<file path="src/rtl/pipe_hazard_ctrl.sv">
// Pipeline hazard sequencer: stall/flush/bubble control for the 5-stage pipe,
// with multi-cycle branch flush, memory-wait timeout and a stall counter.
module pipe_hazard_ctrl #(
  parameter int unsigned REG_ADDR_W   = 5,
  parameter int unsigned FLUSH_CYCLES = 2,
  parameter int unsigned WAIT_LIMIT   = 255,
  parameter int unsigned CNT_W        = 16
) (
  input  logic                  clk,
  input  logic                  rst,
  input  logic [REG_ADDR_W-1:0] id_rs1,
  input  logic [REG_ADDR_W-1:0] id_rs2,
  input  logic                  id_uses_rs1,
  input  logic                  id_uses_rs2,
  input  logic [REG_ADDR_W-1:0] ex_rd,
  input  logic                  ex_regWrite,
  input  logic                  ex_regSelect,
  input  logic                  ex_branch_taken,
  input  logic                  mem_req,
  input  logic                  mem_ready,
  output logic                  stall_if,
  output logic                  stall_id,
  output logic                  flush_id,
  output logic                  bubble_ex,
  output logic                  stall_ex,
  output logic [1:0]            hz_state,
  output logic                  timeout_err,
  output logic [CNT_W-1:0]      stall_count
);

  localparam int unsigned WAIT_BITS = $clog2(WAIT_LIMIT + 1);
  localparam int unsigned WAIT_W    = (WAIT_BITS > 8) ? WAIT_BITS : 8;
  localparam int unsigned FLUSH_W   = (FLUSH_CYCLES > 1) ? $clog2(FLUSH_CYCLES) : 1;
  localparam logic [WAIT_W-1:0]  WAIT_MAX   = WAIT_W'(WAIT_LIMIT);
  localparam logic [FLUSH_W-1:0] FLUSH_INIT = FLUSH_W'(FLUSH_CYCLES - 1);

  typedef enum logic [1:0] {
    S_RUN      = 2'd0,
    S_FLUSH    = 2'd1,
    S_MEM_WAIT = 2'd2,
    S_ERROR    = 2'd3
  } state_t;

  state_t              state;
  logic [WAIT_W-1:0]   wait_cnt;
  logic [FLUSH_W-1:0]  flush_cnt;

  logic load_use;
  logic mem_stall;
  logic do_hold;
  logic do_flush;
  logic do_lu;

  always_comb begin
    load_use  = ex_regWrite & ex_regSelect & (ex_rd != '0) &
                ((id_uses_rs1 & (id_rs1 == ex_rd)) | (id_uses_rs2 & (id_rs2 == ex_rd)));
    mem_stall = mem_req & ~mem_ready;
    do_hold   = 1'b0;
    do_flush  = 1'b0;
    do_lu     = 1'b0;
    if (rst) begin
      unique case (state)
        S_RUN: begin
          if (mem_stall)            do_hold  = 1'b1;
          else if (ex_branch_taken) do_flush = 1'b1;
          else if (load_use)        do_lu    = 1'b1;
        end
        S_FLUSH: begin
          if (mem_stall) do_hold  = 1'b1;
          else           do_flush = 1'b1;
        end
        S_MEM_WAIT: begin
          if (!mem_ready)           do_hold  = 1'b1;
          else if (ex_branch_taken) do_flush = 1'b1;
          else if (load_use)        do_lu    = 1'b1;
        end
        S_ERROR: do_hold = 1'b1;
        default: ;
      endcase
    end
    stall_if  = do_hold | do_lu;
    stall_id  = do_hold | do_lu;
    stall_ex  = do_hold;
    flush_id  = do_flush;
    bubble_ex = do_flush | do_lu;
  end

  assign hz_state = state;

  always_ff @(posedge clk or negedge rst) begin
    if (!rst) begin
      state       <= S_RUN;
      wait_cnt    <= '0;
      flush_cnt   <= '0;
      timeout_err <= 1'b0;
      stall_count <= '0;
    end else begin
      if (stall_if && (stall_count != '1))
        stall_count <= stall_count + CNT_W'(1);

      unique case (state)
        S_RUN: begin
          if (mem_stall) begin
            state    <= S_MEM_WAIT;
            wait_cnt <= WAIT_W'(1);
          end else begin
            wait_cnt <= '0;
            if (ex_branch_taken && (FLUSH_CYCLES > 1)) begin
              state     <= S_FLUSH;
              flush_cnt <= FLUSH_INIT;
            end
          end
        end
        S_FLUSH: begin
          // A memory stall pauses the flush; flush_cnt holds, wait_cnt times it out.
          if (mem_stall) begin
            if (wait_cnt == WAIT_MAX) begin
              state       <= S_ERROR;
              timeout_err <= 1'b1;
            end else begin
              wait_cnt <= wait_cnt + WAIT_W'(1);
            end
          end else begin
            wait_cnt  <= '0;
            flush_cnt <= flush_cnt - FLUSH_W'(1);
            if (flush_cnt == FLUSH_W'(1))
              state <= S_RUN;
          end
        end
        S_MEM_WAIT: begin
          if (!mem_ready) begin
            if (wait_cnt == WAIT_MAX) begin
              state       <= S_ERROR;
              timeout_err <= 1'b1;
            end else begin
              wait_cnt <= wait_cnt + WAIT_W'(1);
            end
          end else begin
            wait_cnt <= '0;
            if (ex_branch_taken && (FLUSH_CYCLES > 1)) begin
              state     <= S_FLUSH;
              flush_cnt <= FLUSH_INIT;
            end else begin
              state <= S_RUN;
            end
          end
        end
        S_ERROR: ;
        default: state <= S_RUN;
      endcase
    end
  end

endmodule

</file>
<file path="config.mk">
export PLATFORM = sky130hd
export DESIGN_NAME = pipe_hazard_ctrl
export DESIGN_NICKNAME = d
export VERILOG_FILES = /design/src/rtl/pipe_hazard_ctrl.sv
export SDC_FILE = /design/constraint.sdc
export NUM_CORES = 1
export LEC_CHECK = 0
export BUFFER_PORTS_ARGS = -buffer_cell sky130_fd_sc_hd__buf_2
export CAP_MARGIN = 20
export CORE_MARGIN = 5
export CORE_UTILIZATION = 52
export CTS_CLUSTER_SIZE = 16
export DETAILED_ROUTE_END_ITERATION = 6
export GPL_TIMING_DRIVEN = 0
export HOLD_SLACK_MARGIN = 0.1
export MAX_ROUTING_LAYER = met4
export PLACE_DENSITY = 0.83
export SKIP_CTS_REPAIR_TIMING = 1
export SYNTH_ARGS = -nofsm -noshare
export SYNTH_HDL_FRONTEND = slang
export SYNTH_SLANG_ARGS = --single-unit
</file>
<file path="constraint.sdc">
create_clock -name clk -period 2.5 [get_ports clk]
set_input_delay 0 -clock clk [delete_from_list [all_inputs] [get_ports clk]]
set_output_delay 0 -clock clk [all_outputs]
set_load 0.01 [all_outputs]
</file>
==> results.sh, run 1 <==
export IMPL_critical_path_required_ps=2500
export IMPL_grt_antenna_before_repair=0
export IMPL_drt_wirelength_per_cell_um=13.7
export IMPL_grt_max_degree=32
export IMPL_critical_path_reg2reg_startpoint="wait_cnt[0]"
export IMPL_placeableCoreArea_sq_um=3280
export IMPL_cp_cell_sequence="inv_1, ha_1, inv_1, a21oi_1, nor2_1, a2111oi_0, a21o_1, buf_2"
export IMPL_ios=48
export IMPL_fin_crit_ps=2300
export IMPL_seq_area_frac_synth=0.405
export IMPL_slew_viol_final=0
export IMPL_timing_fmax_ghz=0.436
export IMPL_clkSinkCount=28
export IMPL_worst_hold_path_endpoint="hz_state[1]"
export IMPL_die_area_sq_um=4580
export IMPL_dp_hpwl_um=3020
export IMPL_async_set_or_reset_register_ratio_after_synthesis=1.00
export IMPL_drt_first_iter_violations=142
export IMPL_cap_violations=0
export IMPL_synth_largest_area_cell="sky130_fd_sc_hd__dfrtp_1"
export IMPL_status="finished clean"
export IMPL_yosys_area_share_simple=0.212
export IMPL_layout_drive_gt1_share=0.253
export IMPL_max_slew_worst_pin_slew_ps=656
export IMPL_clk_root_buffer_cell="sky130_fd_sc_hd__clkbuf_4"
export IMPL_holdCritPathClass="in -> reg"
export IMPL_synthXorXnorAreaFrac=0.121
export IMPL_slew_headroom=0.563
export IMPL_ys_ff_latch=28
export IMPL_power_density_nw_per_um2=720
export IMPL_post_synth_main_area_contributors="sky130_fd_sc_hd__dfrtp_1 40%, sky130_fd_sc_hd__xnor2_1 11%, sky130_fd_sc_hd__ha_1 4.3%, sky130_fd_sc_hd__nand4_1 4.3%, sky130_fd_sc_hd__nand2_1 3.5%"
export IMPL_rsz0062_at_grt="false"
export IMPL_syn_area_sq_um=1730
export IMPL_number_of_antenna_cells_inserted=0
export IMPL_drt_pass1_iter_count=4
export IMPL_fin_skew_ps=5.82
export IMPL_routed_wirelength_um=3920
export IMPL_regToRegEndpoint="timeout_err"
export IMPL_dp_slack_ps=388
export IMPL_initial_core_util=0.527
export IMPL_grt_use_total=0.194
export IMPL_number_of_vias_in_the_routed_layout=1558
export IMPL_worst_path_most_repeated_cell="sky130_fd_sc_hd__inv_1"
export IMPL_syn_inst=186
export IMPL_finalSetupViolCount=0
export IMPL_hold_path_cell_count=4
export IMPL_tritoncts="built"
export IMPL_grt_overflow_total=0
export IMPL_synth_top_area_share=0.405
export IMPL_whs_ps=137
export IMPL_dominant_combinational_cell_family_by_area_after_synthesis="simple AND/OR/NAND/NOR gates"
export IMPL_max_buffers_root_to_sink=2
export IMPL_h_tree_depth=1
export IMPL_viasPerCell=5.43
export IMPL_final_min_period_over_clock_period=0.918
export IMPL_synth_commonest_cells="28 x sky130_fd_sc_hd__dfrtp_1, 21 x sky130_fd_sc_hd__xnor2_1, 16 x sky130_fd_sc_hd__nand2_1"
export IMPL_synth_edf_count=0
export IMPL_vdd_drop_max_uv=366
export IMPL_synth_area_per_cell_sq_um=9.30
export IMPL_synthDistinctLibCells=44
export IMPL_gp_congestion=0.856
export IMPL_critPathCaptureType="output pin"
export IMPL_ws_path_type="reg -> out"
export IMPL_pnr_worst_setup_slack_ps=204
export IMPL_yosys_cell_count_top_type="sky130_fd_sc_hd__dfrtp_1"
export IMPL_r2r_worst_path_cells=6
export IMPL_yosys_area_share_adder=0.0434
export IMPL_design_final_nets=272
export IMPL_rows=21
export IMPL_synth_net_count=216
export IMPL_buffer_ports_inserted=47
export IMPL_synth_compound_area_frac=0.165
export IMPL_crit_slowest_cell="sky130_fd_sc_hd__a2111oi_0"
export IMPL_flow_area_growth_from_synthesis_pct=22.3
export IMPL_timing_critical_path_slowest_cell_delay_ps=560
export IMPL_die_width_um=67.7
export IMPL_hold_viol=0
export IMPL_ys_warn_count=0
export IMPL_cts_reportedPaths_clkPinSlew_ps=150
export IMPL_min_delay_start="mem_req"
export IMPL_first_global_vias=1485
export IMPL_drcViolationCount=0
export IMPL_grt_pass1_wl_um=6600
export IMPL_insertion_delay_ps=330
export IMPL_power_leakage_nw=1.08
export IMPL_numCtsBuffers=3
export IMPL_die_height_um=67.7
export IMPL_rrSetupSlack_ps=210
export IMPL_startpoint_type="flip-flop"
export IMPL_crit_arrival_ps=2300
export IMPL_route_antenna_remaining_nets=0
export IMPL_yosys_mux_area_fraction=0.0123
export IMPL_postSynth_topFlopCell="sky130_fd_sc_hd__dfrtp_1"
export IMPL_setup_tns_final_ps=0
export IMPL_worstPathMaxFanout=5
cells in the final DEF, fill, tap and decap left out, types with 2 or more instances in the layout:
master	instances
sky130_fd_sc_hd__buf_2	47
sky130_fd_sc_hd__dfrtp_1	28
sky130_fd_sc_hd__xnor2_1	21
sky130_fd_sc_hd__nand2_1	16
sky130_fd_sc_hd__inv_1	12
sky130_fd_sc_hd__nand4_1	12
sky130_fd_sc_hd__a21oi_1	11
sky130_fd_sc_hd__nor2_1	10
sky130_fd_sc_hd__nand3_1	10
sky130_fd_sc_hd__o21ai_0	9
sky130_fd_sc_hd__ha_1	6
sky130_fd_sc_hd__nor3_1	4
sky130_fd_sc_hd__dlygate4sd3_1	4
sky130_fd_sc_hd__and3_1	3
sky130_fd_sc_hd__o22a_1	3
sky130_fd_sc_hd__o41ai_1	3
sky130_fd_sc_hd__xor2_1	3
sky130_fd_sc_hd__clkbuf_4	3
sky130_fd_sc_hd__o22ai_1	2
sky130_fd_sc_hd__a21o_1	2
sky130_fd_sc_hd__clkbuf_1	2
sky130_fd_sc_hd__a31oi_1	2
sky130_fd_sc_hd__o31ai_1	2
sky130_fd_sc_hd__nand3_2	2
how the worst max path moves through the flow:
| stage | startpoint | end | slack (ps) | cells after the start |
|---|---|---|---|---|
| 4_1_cts | hz_state[1] | bubble_ex | 200 | 8 |
| 2_1_floorplan | hz_state[0] | stall_count[15] | 520 | 8 |
| 5_1_grt | hz_state[1] | bubble_ex | 30 | 8 |
| 3_5_place_dp | hz_state[0] | stall_count[7] | 390 | 8 |
| 6_report | hz_state[1] | bubble_ex | 200 | 8 |
| 3_3_place_gp | hz_state[0] | stall_count[7] | 450 | 8 |
flip-flops by register name (all words and copies together), names as in the netlist:
name         cells
stall_count     16
timeout_err      1
hz_state         2
wait_cnt         8
flush_cnt        1
metal layers:
metal	share of wire	up-vias	track usage
met3	0.044	4	0.0433
met5	0	-	-
met1	0.43	737	0.229
li1	-	783	-
met4	0.0071	0	0.0380
met2	0.52	34	0.337
worst max-delay path, delay by kind of cell, from the launching register on:
family                   cells  cell delay [ps]
AO/OA/AOI/OAI                3              840
adder cells (fa/ha/maj)      1              250
buffers and inverters        3              350
flip-flops                   1              470
AND/OR/NAND/NOR              1               50
metrics by stage:
stage,total power (W),std cells,instance area [sq um],utilization
finish,0.00152,287,2120,0.644
global placement,0.00121,279,2020,0.616
floorplan,0.00103,186,1730,-
detailed placement,0.00123,279,2020,0.616
global route,0.00166,287,2120,0.644
CTS,0.00153,283,2080,0.632
cells by family after synthesis:
kind of cell / count (synthesis)
flops: 28
mux: 2
fa+ha+maj: 6
simple gates: 67
xor+xnor: 24
compound gates: 43
buf+inv: 16
power by group:
part | leakage, nW | total, W | switching, W | internal (W)
registers | 0.372 | 0.000619 | 0.0000961 | 0.000523
clock network | 0.0279 | 0.000299 | 0.000137 | 0.000162
logic | 0.676 | 0.000606 | 0.000348 | 0.000258
total | 1.08 | 0.00152 | 0.000581 | 0.000943
cell type report:
type	instances	area, sq um
buffer	4	26.3
timing repair buffer	51	275
multi-input combinational	142	958
inverter	12	45.0
clock buffer	3	22.5
fill	298	1170
clock inverter	1	30.0
sequential	28	701
tap	46	57.6
(Power assumes the default switching activity.)
==> run 2: changes to the inputs <==
- BUFFER_PORTS_ARGS: -buffer_cell sky130_fd_sc_hd__buf_2 -> default
- CORE_UTILIZATION: 52 -> 45
- DONT_BUFFER_PORTS: default -> 1
- PLACE_DENSITY: 0.83 -> 0.64
==> run 2 against run 1 <==
Total power fell by 5.4%. Worst hold slack got worse by 28 ps. Via count fell by 8.5%. Global-route usage fell by 2.8 points. First-iteration DRC count fell by 54%. Sequential power rose by 5.2%. Sequential share of layout area rose by 3.3 points. Clock skew rose by 1.6 ps. Count of clock-buffer cells in the layout rose by 1. Critical path type is now reg -> reg. Critical endpoint is now timeout_err. Largest power group unchanged. Critical path depth fell by 2. Clock power fell by 6%.
==> results.sh, run 2 (synthesis results as in run 1) <==
export IMPL_initial_core_util=0.469
export IMPL_design_final_nets=229
export IMPL_viasPerCell=5.80
export IMPL_cp_cell_sequence="ha_1, nand3_1, nor2_1, nand4_1, o31ai_1, dlygate4sd3_1"
export IMPL_grt_pass1_wl_um=6620
export IMPL_numCtsBuffers=3
export IMPL_clk_root_buffer_cell="sky130_fd_sc_hd__clkbuf_8"
export IMPL_layout_drive_gt1_share=0.0758
export IMPL_first_global_vias=1443
export IMPL_critPathCaptureType="flip-flop"
export IMPL_insertion_delay_ps=280
export IMPL_critPathCapture="timeout_err"
export IMPL_finish_cell_count_without_fillers=246
export IMPL_pwr_share_clk=0.195
export IMPL_regToRegEndpoint="timeout_err"
export IMPL_drt_first_iter_violations=66
export IMPL_slew_headroom=0.586
export IMPL_status="finished clean"
export IMPL_largest_register_ffs=16
export IMPL_clkSinkCount=28
export IMPL_worst_path_dominant_cell_family="simple AND/OR/NAND/NOR gates"
export IMPL_critical_path_reg2reg_startpoint="wait_cnt[0]"
export IMPL_internal_power_w=0.000875
export IMPL_slew_viol_final=0
export IMPL_switchingPower_w=0.000567
export IMPL_grt_antenna_before_repair=0
export IMPL_drt_pass1_iter_count=4
export IMPL_worstPathMaxFanout=10
export IMPL_max_buffers_root_to_sink=2
export IMPL_h_tree_depth=1
export IMPL_flow_area_growth_from_synthesis_pct=11.1
export IMPL_ws_path_type="reg -> reg"
export IMPL_placeableCoreArea_sq_um=3690
export IMPL_ios=48
export IMPL_filler_cell_count=375
export IMPL_largest_register="stall_count"
export IMPL_routed_wirelength_um=4060
export IMPL_layout_commonest_cell="sky130_fd_sc_hd__dfrtp_1"
export IMPL_timing_critical_path_slowest_cell_delay_ps=590
export IMPL_crit_cells=6
export IMPL_grt_max_degree=32
export IMPL_p_total_w=0.00144
export IMPL_r2r_worst_path_cells=6
export IMPL_power_density_nw_per_um2=750
export IMPL_layout_common_cells="28 x sky130_fd_sc_hd__dfrtp_1, 21 x sky130_fd_sc_hd__xnor2_1, 16 x sky130_fd_sc_hd__nand2_1"
export IMPL_pwr_share_comb=0.354
export IMPL_crit_arrival_ps=2580
export IMPL_power_leakage_nw=0.882
export IMPL_p_seq_frac=0.451
export IMPL_setup_worst_path_start="wait_cnt[0]"
export IMPL_holdCritPathClass="in -> reg"
export IMPL_crit_slowest_cell="sky130_fd_sc_hd__dlygate4sd3_1"
export IMPL_cts_reportedPaths_clkPinSlew_ps=100
export IMPL_grt_use_total=0.166
export IMPL_die_height_um=72.0
export IMPL_buffer_ports_inserted=0
export IMPL_route_antenna_remaining_nets=0
export IMPL_hold_viol=0
export IMPL_drt_wirelength_per_cell_um=16.5
export IMPL_startpoint_type="flip-flop"
export IMPL_timing_fmax_ghz=0.424
export IMPL_whs_ps=109
export IMPL_number_of_antenna_cells_inserted=0
export IMPL_cp_num_buf_inv=1
export IMPL_rows=22
export IMPL_fin_skew_ps=7.39
export IMPL_finalSetupViolCount=0
export IMPL_critical_path_required_ps=2720
export IMPL_gp_congestion=0.770
export IMPL_die_width_um=72.0
export IMPL_cap_violations=0
export IMPL_fin_crit_ps=2360
export IMPL_dpl_cell_count=236
export IMPL_final_min_period_over_clock_period=0.944
export IMPL_tritoncts="built"
export IMPL_number_of_vias_in_the_routed_layout=1426
export IMPL_die_area_sq_um=5190
export IMPL_vdd_drop_max_uv=441
export IMPL_rrSetupSlack_ps=140
export IMPL_max_slew_worst_pin_slew_ps=606
export IMPL_postLayoutCoreUtil=0.521
export IMPL_netSwitchingFraction=0.393
export IMPL_grt_overflow_total=0
export IMPL_drcViolationCount=0
export IMPL_dp_hpwl_um=3000
-- run 2: how the worst min path moves through the flow --
stage / from / end / slack, ps / cells past startpoint
6_report: mem_req / flush_cnt / 110 / 3
4_1_cts: rst / flush_cnt / -610 / 0
2_1_floorplan: rst / flush_cnt / -300 / 0
5_1_grt: ex_branch_taken / hz_state[0] / 110 / 4
3_5_place_dp: rst / flush_cnt / -290 / 0
3_3_place_gp: rst / flush_cnt / -290 / 0
-- run 2: metal layers --
layer / track usage / share of wire / up-vias
met5: - / 0 / -
met4: 0.0605 / 0.014 / 0
met3: 0.0609 / 0.067 / 6
met2: 0.294 / 0.52 / 39
met1: 0.166 / 0.40 / 681
li1: - / - / 700
-- run 2: per-stage QoR --
stage	setup WS [ps]	setup TNS, ps	cell area [sq um]
finish	140	0	1920
global route	-33.9	-33.9	1920
CTS	223	0	1850
detailed placement	261	0	1800
global placement	175	0	1790
floorplan	515	0	1730
-- run 2: cell type report --
cell class	instances	area (sq um)	share of cell area
plain buffers	4	26.3	0.0137
clock buffers	4	55.1	0.0286
inverters	12	45.0	0.0234
multi-input cells	142	958	0.498
flip-flops and latches	28	701	0.364
well taps	48	60.1	0.0312
repair buffers	8	77.6	0.0403
-- run 2: worst min-delay path, cell delays in order --
cell,delay [ps]
sky130_fd_sc_hd__o21ai_0,60
sky130_fd_sc_hd__a21oi_1,200
sky130_fd_sc_hd__o41ai_1,100
-- run 2: power by group through the flow --
stage | Sequential (W) | Clock [W] | Combinational (W)
global route | 0.000665 | 0.000315 | 0.000571
floorplan | 0.000633 | 0 | 0.000397
global placement | 0.000657 | 0 | 0.000458
CTS | 0.000652 | 0.000295 | 0.000490
detailed placement | 0.000661 | 0 | 0.000488
finish | 0.000651 | 0.000281 | 0.000510
==> run 3: changes to the inputs <==
--- a/config.mk
+++ b/config.mk
@@ -6,4 +6,5 @@
 export NUM_CORES = 1
 export LEC_CHECK = 0
+export ABC_AREA = 1
 export CAP_MARGIN = 20
 export CORE_MARGIN = 5
==> constraint.sdc (replaced) <==
create_clock -name clk -period 2.5 [get_ports clk]
set_input_delay 0.375 -clock clk [delete_from_list [all_inputs] [get_ports clk]]
set_output_delay 0.375 -clock clk [all_outputs]
set_load 0.01 [all_outputs]
==> run 3 against run 2 <==
Total power grew 4.5%. Worst hold slack better by 180 ps. Count of clock-buffer cells in the layout did not move. Die area rose by 16%. Critical endpoint is now stall_if. Synthesized area grew 19%. Combinational power increased by 14%. Largest cell class unchanged. Maximum frequency up 3.7%. Global-route usage hardly changed. Setup slack gained 85 ps. Synthesized cell count up 66%. Highest routed layer unchanged. Register-to-register slack gained 420 ps. Utilization is 1.3 points lower.
==> results.sh, run 3 <==
export IMPL_fin_skew_ps=5.80
export IMPL_dp_hpwl_um=3700
export IMPL_grt_pass1_wl_um=8070
export IMPL_startpoint_type="flip-flop"
export IMPL_largest_register_ffs=16
export IMPL_crit_slowest_cell="sky130_fd_sc_hd__dfrtp_2"
export IMPL_first_global_vias=1786
export IMPL_cp_num_buf_inv=4
export IMPL_vdd_drop_max_uv=339
export IMPL_initial_core_util=0.469
export IMPL_routed_wirelength_um=4730
export IMPL_route_antenna_remaining_nets=0
export IMPL_timing_critical_path_slowest_cell_delay_ps=470
export IMPL_switchingPower_w=0.000627
export IMPL_die_area_sq_um=6020
export IMPL_dp_slack_ps=143
export IMPL_async_set_or_reset_register_ratio_after_synthesis=1.00
export IMPL_tritoncts="built"
export IMPL_worst_path_dominant_cell_family="buffers and inverters"
export IMPL_viasPerCell=5.18
export IMPL_multi_input_area_sq_um=1180
export IMPL_flow_area_growth_from_synthesis_pct=8.53
export IMPL_cap_violations=0
export IMPL_synthDistinctLibCells=33
export IMPL_slew_headroom=0.701
export IMPL_hold_viol=0
export IMPL_die_width_um=77.6
export IMPL_power_density_nw_per_um2=676
export IMPL_drt_pass1_iter_count=4
export IMPL_yosys_cell_count_top_type="sky130_fd_sc_hd__nand2_1"
export IMPL_dpl_cell_count=360
export IMPL_final_seq_area_sq_um=703
export IMPL_clkSinkCount=28
export IMPL_internal_power_w=0.000881
export IMPL_synth_commonest_cells="106 x sky130_fd_sc_hd__nand2_1, 38 x sky130_fd_sc_hd__inv_1, 31 x sky130_fd_sc_hd__nand3_1"
export IMPL_fin_crit_ps=2270
export IMPL_die_height_um=77.6
export IMPL_cts_reportedPaths_clkPinSlew_ps=90
export IMPL_rows=24
export IMPL_grt_overflow_total=0
export IMPL_max_slew_worst_pin_slew_ps=445
export IMPL_ys_ff_latch=28
export IMPL_ws_path_type="reg -> out"
export IMPL_synth_largest_area_cell="sky130_fd_sc_hd__dfrtp_1"
export IMPL_numCtsBuffers=3
export IMPL_grt_use_total=0.166
export IMPL_finish_cell_count_without_fillers=367
export IMPL_post_synth_main_area_contributors="sky130_fd_sc_hd__dfrtp_1 34%, sky130_fd_sc_hd__nand2_1 19%, sky130_fd_sc_hd__nand3_1 7.6%, sky130_fd_sc_hd__inv_1 6.9%, sky130_fd_sc_hd__nor2_1 5.5%"
export IMPL_buffer_ports_inserted=0
export IMPL_layout_common_cells="106 x sky130_fd_sc_hd__nand2_1, 38 x sky130_fd_sc_hd__inv_1, 31 x sky130_fd_sc_hd__nand3_1"
export IMPL_p_seq_frac=0.427
export IMPL_largest_register="stall_count"
export IMPL_synth_edf_count=0
export IMPL_pwr_share_comb=0.384
export IMPL_insertion_delay_ps=280
export IMPL_syn_area_sq_um=2050
export IMPL_seq_area_frac_synth=0.341
export IMPL_netSwitchingFraction=0.416
export IMPL_layout_drive_gt1_share=0.0762
export IMPL_drcViolationCount=0
export IMPL_postSynth_topFlopCell="sky130_fd_sc_hd__dfrtp_1"
export IMPL_synth_area_per_cell_sq_um=6.67
export IMPL_gp_congestion=0.892
export IMPL_worstPathMaxFanout=11
export IMPL_cp_cell_sequence="inv_1, ha_1, inv_1, o21ai_2, nand2_1, nor2_1, nand2_1, nand2_4, buf_6, buf_4"
export IMPL_design_final_nets=346
export IMPL_slew_viol_final=0
export IMPL_finalSetupViolCount=0
export IMPL_pnr_worst_setup_slack_ps=225
export IMPL_ys_warn_count=0
export IMPL_drt_wirelength_per_cell_um=12.9
export IMPL_ios=48
export IMPL_holdCritPathClass="in -> reg"
export IMPL_number_of_vias_in_the_routed_layout=1902
export IMPL_grt_max_degree=32
export IMPL_pwr_share_clk=0.189
export IMPL_postLayoutCoreUtil=0.509
export IMPL_final_min_period_over_clock_period=0.910
export IMPL_crit_arrival_ps=1900
export IMPL_synth_top_area_share=0.341
export IMPL_placeableCoreArea_sq_um=4380
export IMPL_timing_fmax_ghz=0.440
export IMPL_grt_antenna_before_repair=0
export IMPL_max_buffers_root_to_sink=2
export IMPL_clk_root_buffer_cell="sky130_fd_sc_hd__clkbuf_8"
export IMPL_syn_inst=308
export IMPL_h_tree_depth=1
export IMPL_number_of_antenna_cells_inserted=0
export IMPL_synth_net_count=338
export IMPL_status="finished clean"
export IMPL_rsz0062_at_grt="false"
export IMPL_critical_path_required_ps=2120
export IMPL_critPathCaptureType="output pin"
export IMPL_power_leakage_nw=1.16
export IMPL_drt_first_iter_violations=122
export IMPL_layout_commonest_cell="sky130_fd_sc_hd__nand2_1"
export IMPL_filler_cell_count=447
[run 3: changes by cell type after synthesis, moves of 7 or more]
cell,previous run,this run
sky130_fd_sc_hd__nand2_1,16,106
sky130_fd_sc_hd__inv_1,12,38
sky130_fd_sc_hd__nand3_1,10,31
sky130_fd_sc_hd__nor2_1,10,30
sky130_fd_sc_hd__xnor2_1,21,4
sky130_fd_sc_hd__nand4_1,12,4
sky130_fd_sc_hd__a21oi_1,11,4
[run 3: through the flow]
step / hold slack [ps] / instance area (sq um) / TNS [ps] / total power, W
3_3_place_gp: 80.2 / 2120 / 0 / 0.00118
3_5_place_dp: 80.2 / 2120 / 0 / 0.00120
6_report: 293 / 2230 / 0 / 0.00151
5_1_grt: 287 / 2230 / 0 / 0.00166
2_1_floorplan: 79.4 / 2050 / 0 / 0.00105
4_1_cts: -238 / 2170 / -169 / 0.00149
[run 3: cell families after synthesis]
kind of cell             Yosys count  share of synthesized area
buffers and inverters             45                     0.0889
AND/OR/NAND/NOR                  188                      0.398
adder cells (fa/ha/maj)            6                     0.0365
AO/OA/AOI/OAI                     28                     0.0798
XOR/XNOR                          13                     0.0554
flip-flops                        28                      0.341
[run 3: routing by layer]
metal | routed length, um | track usage | vias up
met3 | 345 | 0.0394 | 7
met1 | 2240 | 0.221 | 847
met5 | 0 | - | -
met4 | 70 | 0.0447 | 0
met2 | 2070 | 0.253 | 56
li1 | - | - | 992
[run 3: area by class of cell]
class	count	share of cell area
well taps	52	0.0292
clock buffers	4	0.0247
flip-flops and latches	28	0.315
repair buffers	3	0.0168
plain buffers	5	0.0174
multi-input cells	235	0.529
inverters	40	0.0673
[run 3: power groups by stage]
stage	Combinational [W]	Sequential (W)	Clock [W]
4_1_cts	0.000548	0.000642	0.000302
3_3_place_gp	0.000534	0.000650	0
2_1_floorplan	0.000435	0.000620	0
5_1_grt	0.000674	0.000657	0.000325
6_report	0.000579	0.000644	0.000285
3_5_place_dp	0.000546	0.000651	0
[run 3: path summary, 6_finish.rpt]
check / depth (start not counted) / end / slack (ps) / start
setup / recovery: 10 / stall_if / 230 / hz_state[0]
hold / removal: 2 / flush_cnt / 290 / ex_branch_taken
setup reg to reg: 13 / stall_count[2] / 560 / hz_state[0]
hold reg to reg: 1 / flush_cnt / 510 / flush_cnt
max in group asynchronous: 2 / hz_state[0] / 1800 / rst
min in group asynchronous: 2 / wait_cnt[4] / 530 / rst
[run 3: worst reg2reg max path, cell delays in order, from the launching register on]
cell and delay [ps]:
sky130_fd_sc_hd__dfrtp_2 470, sky130_fd_sc_hd__inv_1 120, sky130_fd_sc_hd__ha_1 210, sky130_fd_sc_hd__inv_1 80, sky130_fd_sc_hd__o21ai_2 140, sky130_fd_sc_hd__nand2_1 70
sky130_fd_sc_hd__nor2_1 80, sky130_fd_sc_hd__nand2_1 100, sky130_fd_sc_hd__nand2_4 80, sky130_fd_sc_hd__buf_4 160, sky130_fd_sc_hd__nand2_4 90, sky130_fd_sc_hd__buf_6 150
sky130_fd_sc_hd__nand2_1 50, sky130_fd_sc_hd__nand2_1 40
